### src/rtl/dma_pkg.sv
// dma_pkg: shared FSM state type and processor-bus address map for the DMA controller.
package dma_pkg;
    typedef enum logic [2:0] {IDLE, REQ, READ, WRITE, DONE} state_t;
    localparam int MEM_BASE = 0;
    localparam int MEM_TOP  = 191;
    localparam int IO1_BASE = 192;
    localparam int IO1_TOP  = 223;
    localparam int IO2_BASE = 224;
    localparam int IO2_TOP  = 255;
endpackage

### src/rtl/dma_rr_arbiter.sv
// dma_rr_arbiter: picks one requesting channel; round-robin from ptr with DMA_ROUND_ROBIN_EN,
// lowest index wins otherwise.
module dma_rr_arbiter #(
    parameter int N  = 2,
    parameter int IW = 1
) (
`ifdef DMA_ROUND_ROBIN_EN
    input  logic [IW-1:0] ptr,
`endif
    input  logic [N-1:0]  request,
    output logic [IW-1:0] index,
    output logic          any
);
    logic [IW-1:0] c;
    always_comb begin
        index = '0;
        c = '0;
        any = |request;
        // scan from the far end so the highest-priority requester is written last
        for (int i = N - 1; i >= 0; i--) begin
`ifdef DMA_ROUND_ROBIN_EN
            c = IW'((int'(ptr) + i) % N);
`else
            c = IW'(i);
`endif
            if (request[c]) index = c;
        end
    end
endmodule

### src/rtl/dma_multichannel.sv
// dma_multichannel: N-channel memory<->IO DMA sharing the processor bus via busreq/grant.
// Define DMA_ROUND_ROBIN_EN for round-robin channel arbitration; fixed lowest-index priority otherwise.
module dma_multichannel
    import dma_pkg::*;
#(
    parameter int CHANNELS = 2,
    parameter int AW = 8,
    parameter int DW = 32,
    parameter int CW = 6,
    localparam int IW = CHANNELS > 1 ? $clog2(CHANNELS) : 1
) (
    input  logic                clock,
    input  logic                reset,
    input  logic                cfg_we,
    input  logic [IW-1:0]       cfg_ch,
    input  logic [AW-1:0]       cfg_src,
    input  logic [AW-1:0]       cfg_dst,
    input  logic [CW-1:0]       cfg_count,
    input  logic [CHANNELS-1:0] req,
    output logic                busreq,
    input  logic                grant,
    output logic [AW-1:0]       bus_addr,
    output logic                bus_rd,
    output logic                bus_wr,
    output logic [DW-1:0]       bus_wdata,
    input  logic [DW-1:0]       bus_rdata,
    output logic [CHANNELS-1:0] ack,
    output logic [CHANNELS-1:0] busy
);
    state_t state, nxt;
    logic [IW-1:0] cur, win;
    logic win_any, cfg_ok;
    logic [AW-1:0] src [CHANNELS];
    logic [AW-1:0] dst [CHANNELS];
    logic [CW-1:0] cnt [CHANNELS];
    logic [AW-1:0] addr_q;
    logic [DW-1:0] hold;
`ifdef DMA_ROUND_ROBIN_EN
    logic [IW-1:0] ptr;
`endif

    dma_rr_arbiter #(.N(CHANNELS), .IW(IW)) u_arb (
`ifdef DMA_ROUND_ROBIN_EN
        .ptr(ptr),
`endif
        .request(busy & req),
        .index(win),
        .any(win_any)
    );

    always_comb begin
        busy = '0;
        for (int c = 0; c < CHANNELS; c++) busy[c] = cnt[c] != '0;
    end

    // the channel being serviced cannot be reprogrammed until the FSM returns to IDLE
    assign cfg_ok    = cfg_we && (state == IDLE || cfg_ch != cur);
    assign busreq    = state == REQ || state == READ || state == WRITE;
    assign bus_rd    = state == READ;
    assign bus_wr    = state == WRITE;
    assign bus_addr  = bus_rd ? src[cur] : bus_wr ? dst[cur] : addr_q;
    assign bus_wdata = hold;
    assign ack       = state == DONE ? CHANNELS'(1) << cur : '0;

    always_comb begin
        nxt = state;
        case (state)
            IDLE:    nxt = win_any ? REQ : IDLE;
            REQ:     nxt = grant ? READ : REQ;
            READ:    nxt = WRITE;
            WRITE:   nxt = cnt[cur] == CW'(1) ? DONE : grant ? READ : REQ;
            DONE:    nxt = IDLE;
            default: nxt = IDLE;
        endcase
    end

    always_ff @(posedge clock) begin
        if (reset) state <= IDLE;
        else state <= nxt;
    end

    always_ff @(posedge clock) begin
        if (reset) begin
            cur <= '0;
            addr_q <= '0;
            hold <= '0;
            for (int c = 0; c < CHANNELS; c++) begin
                src[c] <= '0;
                dst[c] <= '0;
                cnt[c] <= '0;
            end
`ifdef DMA_ROUND_ROBIN_EN
            ptr <= '0;
`endif
        end else begin
            if (state == IDLE) cur <= win;
            if (bus_rd || bus_wr) addr_q <= bus_addr;
            if (bus_rd) hold <= bus_rdata;
            if (cfg_ok) begin
                src[cfg_ch] <= cfg_src;
                dst[cfg_ch] <= cfg_dst;
                cnt[cfg_ch] <= cfg_count;
            end
            if (bus_wr) begin
                cnt[cur] <= cnt[cur] - CW'(1);
                src[cur] <= src[cur] + AW'(1);
                dst[cur] <= dst[cur] + AW'(1);
            end
`ifdef DMA_ROUND_ROBIN_EN
            if (state == DONE) ptr <= int'(cur) == CHANNELS - 1 ? '0 : cur + IW'(1);
`endif
        end
    end
endmodule

### config.mk
export PLATFORM = sky130hd
export DESIGN_NAME = dma_multichannel
export DESIGN_NICKNAME = d
export VERILOG_FILES = /design/src/rtl/dma_pkg.sv /design/src/rtl/dma_rr_arbiter.sv /design/src/rtl/dma_multichannel.sv
export SDC_FILE = /design/constraint.sdc
export NUM_CORES = 1
export LEC_CHECK = 0
export CAP_MARGIN = 20
export CORE_UTILIZATION = 55
export CTS_BUF_LIST = sky130_fd_sc_hd__clkbuf_2 sky130_fd_sc_hd__clkbuf_4 sky130_fd_sc_hd__clkbuf_8
export CTS_CLUSTER_SIZE = 12
export DETAILED_ROUTE_END_ITERATION = 8
export DONT_BUFFER_PORTS = 1
export PLACE_DENSITY_LB_ADDON = 0.3
export RECOVER_POWER = 50
export SLEW_MARGIN = 25
export SYNTH_ARGS = -nofsm -noshare
export SYNTH_HDL_FRONTEND = slang
export SYNTH_SLANG_ARGS = --single-unit
### constraint.sdc
create_clock -name clock -period 6.3 [get_ports clock]
set_clock_uncertainty 0.1 [all_clocks]
set_input_delay 1.26 -clock clock [delete_from_list [all_inputs] [get_ports clock]]
set_output_delay 1.26 -clock clock [all_outputs]
set_load 0.02 [all_outputs]
# ---- Word-level counts from Yosys, hierarchy flattened
# Memory sizes are Yosys's and may differ from the RTL's. A register that Yosys moved wholly into a read port is not among the register bits.
# Index checks and enable logic that the tools add are counted.
dict set report totals {
  out_inout_bits 47
  ram_bits 44
  input_bits 61
  ff_bits 44
  memories 3
  latchBits 0
  elab_cells 74
  mem_bits_ro 0
}
dict set report op_classes {
  n_reduce_logical 15
  shifts 1
  n_eq_ne 6
  add_sub_neg 3
  mul 0
  n_div 0
  bitwise 1
  n_mux 41
  n_lt_le_gt_ge 0
}
# memory depth word_bits read_ports rd_clocked_by_memory_dff write_ports line_no
set memory_table {}
lappend memory_table {dst 2 8 1 1 2 dma_multichannel.sv:34} ;# logic [AW-1:0] dst [CHANNELS];
lappend memory_table {src 2 8 1 1 2 dma_multichannel.sv:33} ;# logic [AW-1:0] src [CHANNELS];
lappend memory_table {cnt 2 6 3 1 2 dma_multichannel.sv:35} ;# logic [CW-1:0] cnt [CHANNELS];
# op n
set op_table {}
lappend op_table {{8-bit 2-to-1 mux} 6}
lappend op_table {{8-bit OR reduction} 4}
lappend op_table {{1-bit 2-to-1 mux} 29}
lappend op_table {{8-bit by 1-bit adder with 8-bit output (second input constant)} 2}
lappend op_table {{6-bit 2-to-1 mux} 2}
lappend op_table {{3-bit case mux with 4 select lines} 1}
lappend op_table {{6-bit nonzero test} 2}
lappend op_table {{6-bit OR reduction} 2}
lappend op_table {{3-bit by 2-bit equality test with 1-bit output (second input constant)} 2}
lappend op_table {{6-bit by 1-bit equality test with 1-bit output (second input constant)} 1}
lappend op_table {{6-bit by 1-bit subtractor with 6-bit output (second input constant)} 1}
lappend op_table {{1-bit logical OR} 4}
lappend op_table {{2-bit 2-to-1 mux} 2}
lappend op_table {{3-bit by 1-bit equality test with 1-bit output (second input constant)} 1}
lappend op_table {{3-bit equality test (second input constant)} 1}
lappend op_table {{3-bit zero test} 1}
lappend op_table {{3-bit 2-to-1 mux} 1}
lappend op_table {{2-bit AND} 1}
lappend op_table {{2-bit OR reduction} 1}
lappend op_table {{1-bit by 1-bit << shifter with 2-bit output (first input constant)} 1}
lappend op_table {{1-bit logical AND} 1}
lappend op_table {{1-bit inequality test} 1}

# ---- Depth between registers and ports, before layout
dict set report logic_depth {
  depth_word 8
  mapped_depth 8
  ltp_nobuf 6
}

# ---- Modules after synthesis
# Synthesis repeated with hierarchy kept, for this count alone.
dict set report unflattened {
  cells_unflattened 449
  hier_area_um2 4474.3
}
# mod cells_each area_per_inst_um2 instances
set modules_own_cells {}
lappend modules_own_cells {dma_multichannel 447 4461.8 1}
lappend modules_own_cells {dma_rr_arbiter 2 12.5 1}

# ---- Worst setup path after synthesis
# OpenSTA, ideal clock, no wires.
dict set report synth_path {
  path_kind {input to register}
  from {in reset}
  to {mem cnt[1][0] (enable)}
  path_buffers 0
  arrival_time_ps 2346
  setup_slack_ps 3475
  setup_ps 379
  path_stages 3
  path_cell_list {nand4bb_4 nor2_1 or3_1}
}
# item line_no
set synth_rtl {}
lappend synth_rtl {{from (decl)} dma_multichannel.sv:13} ;# input logic reset,
lappend synth_rtl {{to (decl)} dma_multichannel.sv:35}

==> run_results.csv <==
group,metric,value,unit
cts,worstSkewPairLatency,370,ps
floorplanning,die_w,91.5,um
route,drc,0,
worst_setup_path,cp_max_fo,27,
logic_synthesis,synthCells,437,
layout,area_growth,4.34,%
worst_setup_path,cp_slowest_cell,"clkbuf_1",
logic_synthesis,synth_top_family_by_area,"compound AO/OA/AOI/OAI gates",
timing,rsz0062_at_grt,"no",
route,first_pass_iters,5,
floorplanning,die-area,8380,sq um
timing,holdWs,375,ps
cts,ctsLongestPathBuffers,2,
cts,clockRootBuffer,"clkbuf_8",
worst_setup_path,critPathKind,"flop to output port",
worst_setup_path,arrival,3700,ps
timing,hold_viol,0,
logic_synthesis,synth_flop_cell,"dfxtp_1",
floorplanning,io_pins,108,
outcome,status,"finished with violations",
timing,worst_pin_slew,1560,ps
timing,slew-limit-headroom,-0.0432,
global_route,gr-usage-all-layers,0.260,
worst_setup_path,crit_path_end_kind,"output port",
timing,min_period,5060,ps
logic_synthesis,synth-simple-area-share,0.163,
logic_synthesis,syn_area,4410,sq um
route,routedWlPerCell,20.0,um
global_route,antenna_found_initial,0,
logic_synthesis,syn_nets,502,
outcome,violations,"capacitance limit, slew limit",
logic_synthesis,muxShareOfSynthArea,0.0792,
worst_hold_path,holdCritPathClass,"flop to flop",
global_route,grt_pass1_vias,3241,
logic_synthesis,synth_edf_count,44,
floorplanning,core,7730,sq um
layout,drive_above_1_share,0.0841,
placed_design,post-place-ws,2510,ps
worst_hold_path,holdCritStartpoint,"addr_q[2]",
timing,min_period_over_period,0.803,
logic_synthesis,synth_area_per_cell,10.1,sq um
worst_setup_path,critPathRequiredTime,4940,ps
placed_design,io_buffers,0,
placed_design,gp_congestion,0.860,
logic_synthesis,ys.warnings.count,0,
route,vias,3348,
layout,final_cell_mix,"nand2_1 (98), dfxtp_1 (45), edfxtp_1 (44)",
layout,final_common_cell,"nand2_1",
floorplanning,initial_core_util,0.571,
job,cap_violations,1,
layout,diodes,0,
route,first_iter_violations,150,
route,vias_per_cell,6.32,
cts,cts_buffers,9,
logic_synthesis,synth_compound_area_frac,0.180,
power,vdd_drop_max,0.000169,V
placed_design,hpwl,7410,um
worst_setup_path,path_cells,"clkbuf_1 -> mux2i_1 -> mux2_2 -> o21ai_0",
timing,setup_viol,0,
global_route,grt_pass1_wl,16700,um
power,leakage,1.65,nW
cts,post-cts-setup-buffers,0,
cts,cts.repair.resized,0,
timing,setup_slack,1240,ps
floorplanning,num_rows,32,
layout,layout.nets,488,
timing,clock.fmax,198,MHz
worst_setup_path,start_kind,"flop",
route,wirelength,10600,um
cts,htreeDepth,3,
worst_setup_path,cpPeakStageDelay,1190,ps
power,p_per_area,287,nW/um^2
logic_synthesis,synth.distinct_cells,56,
logic_synthesis,synth_xor_area_frac,0.0238,
logic_synthesis,yosys.area_share.adder,0.0114,
logic_synthesis,seq_area_frac_synth,0.504,
logic_synthesis,async_flop_share,0,
layout,fin_util,0.595,
timing,finalSetupTns,0,ps
global_route,overflow,0,
route,ant_nets,0,
cts,clk_pin_slew,110,ps
cts,cts_tree,"built",
floorplanning,fp.dieH,91.5,um
cts,cts_hold_buf,0,
global_route,grt_max_degree,41,
timing,slew_viol_final,28,
cts,cts_sinks,89,
layout,nFillCells,645,
logic_synthesis,ys_ff_latch,89,
## registers in the layout, summed over array words and instances, names as in the netlist, named ones only
name and cells:
src 16, cnt 12, state 3, cur 1, dst 16, bus_wdata 32
addr_q 8
## final timing paths
kind | endpoint | cells after the start | slack [ps]
setup / recovery | bus_addr[7] | 4 | 1240
hold reg to reg | addr_q[2] | 2 | 380
setup reg to reg | addr_q[7] | 5 | 2580
hold / removal | addr_q[2] | 2 | 380
## metrics by stage
stage	power [mW]	cells	area (sq um)
final	1.32	530	4600
after global placement	0.918	514	4410
after detailed placement	0.925	514	4410
after global routing	1.37	530	4600
after CTS	1.32	530	4610
after floorplan	0.884	437	4410
## final cells by class
class,count,area (sq um),share of cell area
clock inverter,7,78.8,0.0171
sequential,89,2220,0.483
inverter,8,30.0,0.00653
clock buffer,9,124,0.0269
timing repair buffer,2,11.3,0.00245
multi-input combinational,313,2010,0.436
tap,102,128,0.0277
## critical path, delay by kind of cell (launching register included)
kind,cells,cell delay (ps)
buffers and inverters,1,1190
muxes,2,810
AOI/OAI and AO/OA,1,590
DFF,1,720
## cells by family (layout without fill, tap and decap cells)
family | Yosys count | count (layout)
buf+inv | 35 | 26
flops | 89 | 89
fa+ha+maj | 4 | 4
simple gates | 154 | 154
mux | 31 | 31
compound gates | 112 | 112
xor+xnor | 12 | 12
## report_power, final
| group | switching (mW) | internal, mW |
|---|---|---|
| registers | 0.0529 | 0.653 |
| logic | 0.134 | 0.0691 |
| clock network | 0.250 | 0.160 |
| total | 0.437 | 0.882 |
## metal layers
metal	up-vias	track usage	part of all wire
li1	1566	-	-
met2	150	0.426	0.48
met3	19	0.0846	0.096
met1	1613	0.323	0.40
met4	0	0.0833	0.017
met5	-	0	0
## cells in the mapped netlist (8+ instances only)
cell	number	area, sq um
buf_2	13	65.1
a22o_1	24	210
xnor2_1	9	78.8
nand3_1	12	60.1
mux2i_1	18	180
nor2_1	8	30.0
a21oi_1	36	180
o21ai_0	17	85.1
mux2_2	8	90.1
nand2_1	98	368
edfxtp_1	44	1320
dfxtp_1	45	901
Note: power is estimated with default switching activity, not from simulation.
